**src/rtl/fir_ctrl_pkg.sv**
```systemverilog
// Shared definitions for the FIR coefficient bank controller:
// controller state encoding, tap/width defaults and CRC-16-CCITT constants.
package fir_ctrl_pkg;

    localparam int FIR_N_TAPS       = 211;
    localparam int FIR_COEF_WIDTH   = 16;
    localparam int FIR_ADDR_WIDTH   = 8;
    localparam int FIR_SWAP_TIMEOUT = 1024;

    localparam logic [15:0] CRC16_POLY = 16'h1021;
    localparam logic [15:0] CRC16_INIT = 16'hFFFF;

    typedef enum logic [1:0] {
        ST_IDLE      = 2'd0,
        ST_LOAD      = 2'd1,
        ST_CHECK     = 2'd2,
        ST_WAIT_SWAP = 2'd3
    } ctrl_state_t;

endpackage

```
**src/rtl/fir_coef_crc16.sv**
```systemverilog
// CRC-16-CCITT accumulator (poly 0x1021, init 0xFFFF, MSB first) that folds
// one COEF_WIDTH coefficient beat per enable. Only built when FIR_COEF_CRC_EN
// is defined; the controller has no CRC logic otherwise.
`ifdef FIR_COEF_CRC_EN
module fir_coef_crc16
    import fir_ctrl_pkg::*;
#(
    parameter int COEF_WIDTH = FIR_COEF_WIDTH
) (
    input  logic                  clk,
    input  logic                  rst_n,
    input  logic                  clear,
    input  logic                  enable,
    input  logic [COEF_WIDTH-1:0] data,
    output logic [15:0]           crc
);

    logic [15:0] crc_next;

    // Fold the whole beat into the running CRC, most significant bit first
    always_comb begin
        crc_next = crc;
        for (int i = COEF_WIDTH - 1; i >= 0; i--) begin
            if (crc_next[15] ^ data[i]) begin
                crc_next = {crc_next[14:0], 1'b0} ^ CRC16_POLY;
            end else begin
                crc_next = {crc_next[14:0], 1'b0};
            end
        end
    end

    // CRC register: restarts at the seed for each new load, advances per accepted beat
    always_ff @(posedge clk or negedge rst_n) begin
        if (!rst_n) begin
            crc <= CRC16_INIT;
        end else if (clear) begin
            crc <= CRC16_INIT;
        end else if (enable) begin
            crc <= crc_next;
        end
    end

endmodule
`endif

```
**src/rtl/fir_coef_bank_ctrl.sv**
```systemverilog
// Double-buffered coefficient controller for the FIR datapath.
// A config master streams a full coefficient set into the shadow bank; the
// banks are then swapped on a sample-free cycle (or forced after a timeout),
// and mix_window flags the outputs that still span old and new taps.
// Optional feature macro: FIR_COEF_CRC_EN adds a one-cycle CRC check of the
// loaded set before the swap is allowed.
module fir_coef_bank_ctrl
    import fir_ctrl_pkg::*;
#(
    parameter int N            = FIR_N_TAPS,
    parameter int COEF_WIDTH   = FIR_COEF_WIDTH,
    parameter int ADDR_WIDTH   = FIR_ADDR_WIDTH,
    parameter int SWAP_TIMEOUT = FIR_SWAP_TIMEOUT
) (
    input  logic                  clk,
    input  logic                  rst_n,
    input  logic                  cfg_start,
    input  logic                  cfg_abort,
    input  logic                  cfg_valid,
    input  logic [COEF_WIDTH-1:0] cfg_data,
    input  logic [15:0]           cfg_crc,
    output logic                  cfg_ready,
    output logic                  cfg_busy,
    output logic                  cfg_done,
    output logic                  cfg_error,
    input  logic                  sample_valid,
    output logic                  bank_wr_en,
    output logic                  bank_wr_sel,
    output logic [ADDR_WIDTH-1:0] bank_wr_addr,
    output logic [COEF_WIDTH-1:0] bank_wr_data,
    output logic                  active_bank,
    output logic                  mix_window
);

    localparam int                    WAIT_WIDTH = $clog2(SWAP_TIMEOUT + 1);
    localparam logic [ADDR_WIDTH-1:0] LAST_ADDR  = ADDR_WIDTH'(N - 1);
    // wait_cnt holds the number of completed WAIT_SWAP cycles, so the swap is
    // forced on the edge that closes the SWAP_TIMEOUT-th waiting cycle
    localparam logic [WAIT_WIDTH-1:0] WAIT_LAST  = WAIT_WIDTH'(SWAP_TIMEOUT - 1);

    ctrl_state_t           state;
    ctrl_state_t           state_next;
    logic [ADDR_WIDTH-1:0] addr;
    logic [WAIT_WIDTH-1:0] wait_cnt;
    logic [ADDR_WIDTH-1:0] mix_cnt;
    logic                  accept;
    logic                  do_swap;
    logic                  do_abort;
    logic                  load_fail;

`ifdef FIR_COEF_CRC_EN
    logic        crc_clear;
    logic [15:0] crc_value;

    assign crc_clear = (state == ST_IDLE) && cfg_start && !cfg_abort;

    fir_coef_crc16 #(
        .COEF_WIDTH (COEF_WIDTH)
    ) u_crc (
        .clk    (clk),
        .rst_n  (rst_n),
        .clear  (crc_clear),
        .enable (accept),
        .data   (cfg_data),
        .crc    (crc_value)
    );
`else
    logic unused_cfg_crc;
    assign unused_cfg_crc = ^cfg_crc;
`endif

    assign cfg_ready  = (state == ST_LOAD);
    assign cfg_busy   = (state != ST_IDLE);
    assign mix_window = (mix_cnt != '0);

    // Next-state decode; abort beats every other event outside IDLE and suppresses the beat
    always_comb begin
        state_next = state;
        accept     = 1'b0;
        do_swap    = 1'b0;
        do_abort   = 1'b0;
        load_fail  = 1'b0;
        case (state)
            ST_IDLE: begin
                if (cfg_start && !cfg_abort) begin
                    state_next = ST_LOAD;
                end
            end
            ST_LOAD: begin
                if (cfg_abort) begin
                    do_abort   = 1'b1;
                    state_next = ST_IDLE;
                end else if (cfg_valid) begin
                    accept = 1'b1;
                    if (addr == LAST_ADDR) begin
`ifdef FIR_COEF_CRC_EN
                        state_next = ST_CHECK;
`else
                        state_next = ST_WAIT_SWAP;
`endif
                    end
                end
            end
`ifdef FIR_COEF_CRC_EN
            ST_CHECK: begin
                if (cfg_abort) begin
                    do_abort   = 1'b1;
                    state_next = ST_IDLE;
                end else if (crc_value == cfg_crc) begin
                    state_next = ST_WAIT_SWAP;
                end else begin
                    load_fail  = 1'b1;
                    state_next = ST_IDLE;
                end
            end
`endif
            ST_WAIT_SWAP: begin
                if (cfg_abort) begin
                    do_abort   = 1'b1;
                    state_next = ST_IDLE;
                end else if (!sample_valid || (wait_cnt == WAIT_LAST)) begin
                    do_swap    = 1'b1;
                    state_next = ST_IDLE;
                end
            end
            default: begin
                state_next = ST_IDLE;
            end
        endcase
    end

    // Controller state register
    always_ff @(posedge clk or negedge rst_n) begin
        if (!rst_n) begin
            state <= ST_IDLE;
        end else begin
            state <= state_next;
        end
    end

    // Tap index: parked at zero while idle, advances on each accepted beat
    always_ff @(posedge clk or negedge rst_n) begin
        if (!rst_n) begin
            addr <= '0;
        end else if (state == ST_IDLE) begin
            addr <= '0;
        end else if (accept) begin
            addr <= addr + ADDR_WIDTH'(1);
        end
    end

    // Shadow-bank write port, one cycle behind the accepted beat
    always_ff @(posedge clk or negedge rst_n) begin
        if (!rst_n) begin
            bank_wr_en   <= 1'b0;
            bank_wr_sel  <= 1'b0;
            bank_wr_addr <= '0;
            bank_wr_data <= '0;
        end else begin
            bank_wr_en <= accept;
            if (accept) begin
                bank_wr_sel  <= ~active_bank;
                bank_wr_addr <= addr;
                bank_wr_data <= cfg_data;
            end
        end
    end

    // Counts cycles spent waiting for a sample-free slot
    always_ff @(posedge clk or negedge rst_n) begin
        if (!rst_n) begin
            wait_cnt <= '0;
        end else if (state == ST_WAIT_SWAP) begin
            wait_cnt <= wait_cnt + WAIT_WIDTH'(1);
        end else begin
            wait_cnt <= '0;
        end
    end

    // Bank swap and the single-cycle done/error status pulses
    always_ff @(posedge clk or negedge rst_n) begin
        if (!rst_n) begin
            active_bank <= 1'b0;
            cfg_done    <= 1'b0;
            cfg_error   <= 1'b0;
        end else begin
            active_bank <= active_bank ^ do_swap;
            cfg_done    <= do_swap;
            cfg_error   <= do_abort | load_fail;
        end
    end

    // Mixed-tap window: reloads on every swap, drains one step per input sample
    always_ff @(posedge clk or negedge rst_n) begin
        if (!rst_n) begin
            mix_cnt <= '0;
        end else if (do_swap) begin
            mix_cnt <= LAST_ADDR;
        end else if (sample_valid && (mix_cnt != '0)) begin
            mix_cnt <= mix_cnt - ADDR_WIDTH'(1);
        end
    end

endmodule

```
**config.mk**
```make
export PLATFORM = sky130hd
export DESIGN_NAME = fir_coef_bank_ctrl
export DESIGN_NICKNAME = d
export VERILOG_FILES = /design/src/rtl/fir_ctrl_pkg.sv /design/src/rtl/fir_coef_crc16.sv /design/src/rtl/fir_coef_bank_ctrl.sv
export SDC_FILE = /design/constraint.sdc
export NUM_CORES = 1
export LEC_CHECK = 0
export CAP_MARGIN = 20
export CORE_MARGIN = 2
export CORE_UTILIZATION = 47
export CTS_CLUSTER_DIAMETER = 80
export CTS_CLUSTER_SIZE = 24
export DETAILED_ROUTE_END_ITERATION = 10
export GPL_TIMING_DRIVEN = 0
export HOLD_SLACK_MARGIN = 0.06
export PLACE_DENSITY_LB_ADDON = 0.15
export REMOVE_ABC_BUFFERS = 1
export SLEW_MARGIN = 40
export SYNTH_ARGS = -nofsm -noshare
export SYNTH_HDL_FRONTEND = slang
export SYNTH_SLANG_ARGS = --single-unit
```
**constraint.sdc**
```tcl
create_clock -name clk -period 2.2 [get_ports clk]
set_input_delay 0.22 -clock clk [delete_from_list [all_inputs] [get_ports clk]]
set_output_delay 0.22 -clock clk [all_outputs]
set_load 0.1 [all_outputs]
```
Word level (Yosys, flattened, before mapping). Index checks and enable logic that the tools add are counted. W data, S select, Z words.

Mux-type cells: 20. $add $sub $neg: 3. Equality and inequality tests: 8. Bitwise logic cells: 2. Reductions and logical operators: 12.

Operators with widths (number): $mux W8 (4); $mux W2 (6); $add A11 B1 Y11 const B (1); $eq A11 B10 Y1 const B (1); $mux W11 (1); $add A8 B1 Y8 const B (1); $eq A8 B8 Y1 const B (1); $mux W1 (8); $reduce_bool A8 Y1 (1); $sub A8 B1 Y8 const B (1); $ne A3 B3 Y1 const B (2); $pmux W2 S3 (1); $reduce_bool A2 Y1 (3); $reduce_and A4 Y1 (1); $ne A3 B2 Y1 const B (1); $eq A2 B1 Y1 const B (1); $eq A2 B2 Y1 const B (1); $logic_and A1 B1 Y1 (2); $logic_not A1 Y1 (2); $logic_not A2 Y1 (1); $ne A2 B2 Y1 const B (1); $reduce_or A2 Y1 (1); $logic_or A1 B1 Y1 (1); $not A1 Y1 (1); $xor A1 B1 Y1 (1).

Flip-flop bits (word level): 58. Output and inout bits: 32.

Depth between registers and ports, before layout.
Depth after elaboration: 6. Gate-level depth with buffers: 7. Gate-level depth less buffers: 6.

Worst setup path after synthesis. OpenSTA, ideal clock, no wires.

Path type: register to register. Start point: register state[0]. End point: register bank_wr_data[10]. Buffers on the path: 2. Setup slack: -740 ps. Stages on the path, launching flop included: 8. Clock period less this slack: 2940 ps. Arrival time: 2872 ps. Path through: dfrtp_1 -> nor2b_1 -> nand3b_1 -> inv_1 -> buf_2 -> buf_1 -> nand2_1 -> nand2_1.

Longest elaborated chain between the ends: 2.

RTL lines: start: declaration (line fir_coef_bank_ctrl.sv:41) `ctrl_state_t state;`; start signal: assignment (line fir_coef_bank_ctrl.sv:137) `state <= state_next;`; $eq A2 B1 Y1; net cfg_ready (line fir_coef_bank_ctrl.sv:22) `output logic cfg_ready,`; $mux W1 (line fir_coef_bank_ctrl.sv:83) `case (state)`; end signal: assignment (line fir_coef_bank_ctrl.sv:164) `bank_wr_data <= cfg_data;`; end: declaration (line fir_coef_bank_ctrl.sv:30) `output logic [COEF_WIDTH-1:0] bank_wr_data,`.

The timed path passes the listed nets, and every way through them passes these cells. A chain may end at the register's enable or synchronous reset.

Worst setup path in the final report.
Start point: register mix_cnt[4]. End point: output port mix_window.

Longest elaborated chain between the ends: 1.

RTL lines: start: declaration (line fir_coef_bank_ctrl.sv:45) `logic [ADDR_WIDTH-1:0] mix_cnt;`; start signal: assignment (line fir_coef_bank_ctrl.sv:200) `mix_cnt <= mix_cnt - ADDR_WIDTH'(1);`; $reduce_bool A8 Y1 (line fir_coef_bank_ctrl.sv:74) `assign mix_window = (mix_cnt != '0);`; end: declaration (line fir_coef_bank_ctrl.sv:32) `output logic mix_window`.

Every way passes these cells.

==> impl_metrics.yaml <==
setup_path:
  crit_chain: "or3_1 -> nor4_4 -> inv_1 -> buf_4"
  cp-start-kind: "flop"
  worstPathArrival_ns: 1.83
  end_kind: "output port"
  r2r_cells: 7
  critPathTopFamily: "simple AND/OR/NAND/NOR gates"
  cp_max_fo: 5
  path_buf_inv: 2
  ff2ff_setup_slack_ns: 0.29
  critical-path-slowest-cell: "or3_1"
  max_stage_delay_ns: 0.50
  r2r-start: "state[0]"
  worstSetupPathType: "reg -> out"
  rr_endpoint: "addr[6]"
  crit_required_ns: 1.98
die:
  start_util_pct: 49.0
  die_width_um: 77.2
  die_area_mm2: 0.00595
  dieHeight_um: 77.2
  pin_count: 70
  core_area_mm2: 0.00514
  rows: 26
detailed_routing:
  via_per_inst: 4.91
  drt-initial-drc-count: 164
  drcViolationCount: 0
  vias: 1956
  ant_nets: 0
  detail_route.first_pass.iterations: 4
  wl_um: 5200
  wl_per_cell_um: 13.1
clock_tree:
  clock_latency_ns: 0.33
  post-cts-setup-buffer-count: 0
  cts_root_buffer: "clkbuf_8"
  clock_path_buffers: 2
  htreeDepth: 3
  cts_sinks: 58
  clk_pin_slew_worst_paths_ns: 0.06
  cts_tree: "built"
  cts_buffers: 9
pwr:
  p_leak_nw: 1.61
  power_switching_w: 0.00130
  intPower_w: 0.00198
  p_sw_share_pct: 39.6
  vdd_drop_max_uv: 580
  power_density_mw_per_mm2: 1020
  seq_power_share_pct: 40.8
  total_power_w: 0.00328
  p_clk_share_pct: 28.8
  power.share.combinational_pct: 30.4
run_status:
  run_status: "completed"
yosys:
  synth_top_area_share_pct: 57.7
  postSynthCellCount: 263
  ys.flop_type: "dfrtp_1"
  yosysWarnings: 0
  syn_area_per_cell_um2: 9.57
  yosys.area.top_type: "dfrtp_1"
  syn_area_mm2: 0.00252
  synth.area.top_cells: "dfrtp_1 58%, nand2_1 13%, xor2_1 4.5%, nor2_1 3.3%, ha_1 2.5%"
  ys_ff_latch: 58
  yosysSeqAreaShare_pct: 57.7
  synth_cell_types: 33
  synth_edf_count: 0
  async_flop_share_pct: 100
job:
  drv_cap: 0
timing:
  setup_tns_ns: 0
  slew_violations: 0
  max_freq_mhz: 487
  fin_crit_ns: 2.05
  relSlewSlack_pct: 57.0
  grt_setup_unrepaired: "false"
  fin_skew_ns: 0.00594
  fin_ws_ns: 0.148
  fin_crit_sh_pct: 93.3
  worst_slew_pin_slew_ns: 0.642
  hold_violations: 0
  setup_viol_count_final: 0
global_routing:
  antenna_found_initial: 0
  grtUsageTotal_pct: 19.5
  grt_first_pass_wirelength_um: 9140
  grt_pass1_vias: 1986
  grt_max_degree: 33
  grt-ovfl-total: 0
layout:
  finalNetCount: 367
  fin_cells: 398
  postLayoutCellArea_mm2: 0.00320
  syn_to_final_growth_pct: 27.3
  final_layout_size_suffix_gt1_share_pct: 16.5
  antenna_cells: 0
placed_design:
  hpwl_um: 3510
  place_inst: 382
  io_buffer_count: 53
  gp_routability_congestion: 0.798
  pre_cts_ws_ns: -0.0860
  placed_area_mm2: 0.00298
min_path:
  hold_path.class: "in -> async"
==> kinds of logic (layout without fill, tap and decap cells) <==
logic type	Yosys count	count (layout)	share of synthesized area (%)
and+or+nand+nor	145	145	25.4
DFF	58	58	57.7
AOI/OAI and AO/OA	20	20	5.32
xor gates and xnor gates	18	18	6.27
buffers and inverters	16	81	2.49
adders and majority gates	5	5	2.49
muxes	1	1	0.398
==> placed cells by master, fill, tap and decap left out, drive strengths merged, types with 5 or more instances in the layout <==
master,n
nand4,5
nand2,89
dfrtp,58
ha,5
nand3,5
and3,5
xor2,13
clkdlybuf4s50,20
clkbuf,12
o21ai,5
inv,9
xnor2,5
nor2,22
a21oi,7
buf,36
==> layer usage <==
| layer | vias up | track usage (%) | share of wire, % |
|---|---|---|---|
| li1 | 977 | - | - |
| met1 | 931 | 24.5 | 45 |
| met2 | 42 | 31.0 | 50 |
| met3 | 6 | 4.71 | 4.4 |
| met4 | 0 | 10.7 | 1.2 |
| met5 | - | 0 | 0 |
==> layout make-up <==
class,instances,area [um2]
fill,484,1940
sequential,58,1450
multi-input combinational,189,1020
timing repair buffer,57,419
clock buffer,12,145
tap,70,87.6
clock inverter,3,40.0
inverter,9,36.3
==> state kept, by name, summed over array words and instances (netlist names), 2 cells and up <==
register / count
state: 2
addr: 8
bank_wr_addr: 8
mix_cnt: 8
bank_wr_data: 16
wait_cnt: 11
==> what timing repair did <==
action                                  4_1_cts  5_1_grt
pin swaps                                     0        1
resized for setup                             2        5
hold buffers                                  1        0
endpoints found under the hold margin        26        0
endpoints found under the setup margin        1       11
==> through the flow <==
step                      hold slack, ns  utilization [%]
after detailed placement           0.163             58.0
after global placement             0.442             60.4
after CTS                          0.339             62.1
after floorplan                  -0.0756                -
final                              0.341             62.3
after global routing               0.353             62.3
==> worst max path at each step <==
stage	end	start	cells past startpoint
after floorplan	addr[6]	state[0]	6
after global placement	addr[6]	cfg_abort	6
after detailed placement	addr[3]	cfg_abort	7
after CTS	mix_window	mix_cnt[4]	4
after global routing	mix_window	mix_cnt[0]	6
final	mix_window	mix_cnt[4]	4
==> cells in the mapped netlist (all sizes together), types with 2 or more instances <==
cell and number:
o211ai 2, nor3 3, inv 9, nor2 22, o21ai 5, nand4 5
xnor2 5, and2 3, o41ai 3, xor2 13, or4b 2, ha 5
or3 3, clkbuf 4, buf 3, nand2 89, and3 5, a21oi 7
dfrtp 58, nor2b 2, nand2b 2, nand3 5
==> power groups by stage <==
stage / clock network (W) / registers, W / logic [W]
6_report: 0.000947 / 0.00134 / 0.000997
5_1_grt: 0.00101 / 0.00136 / 0.00106
4_1_cts: 0.000978 / 0.00133 / 0.00100
3_5_place_dp: 0 / 0.00134 / 0.000988
3_3_place_gp: 0 / 0.00134 / 0.00104
2_1_floorplan: 0 / 0.00181 / 0.000301
Note: power is estimated with default switching activity, not from simulation.
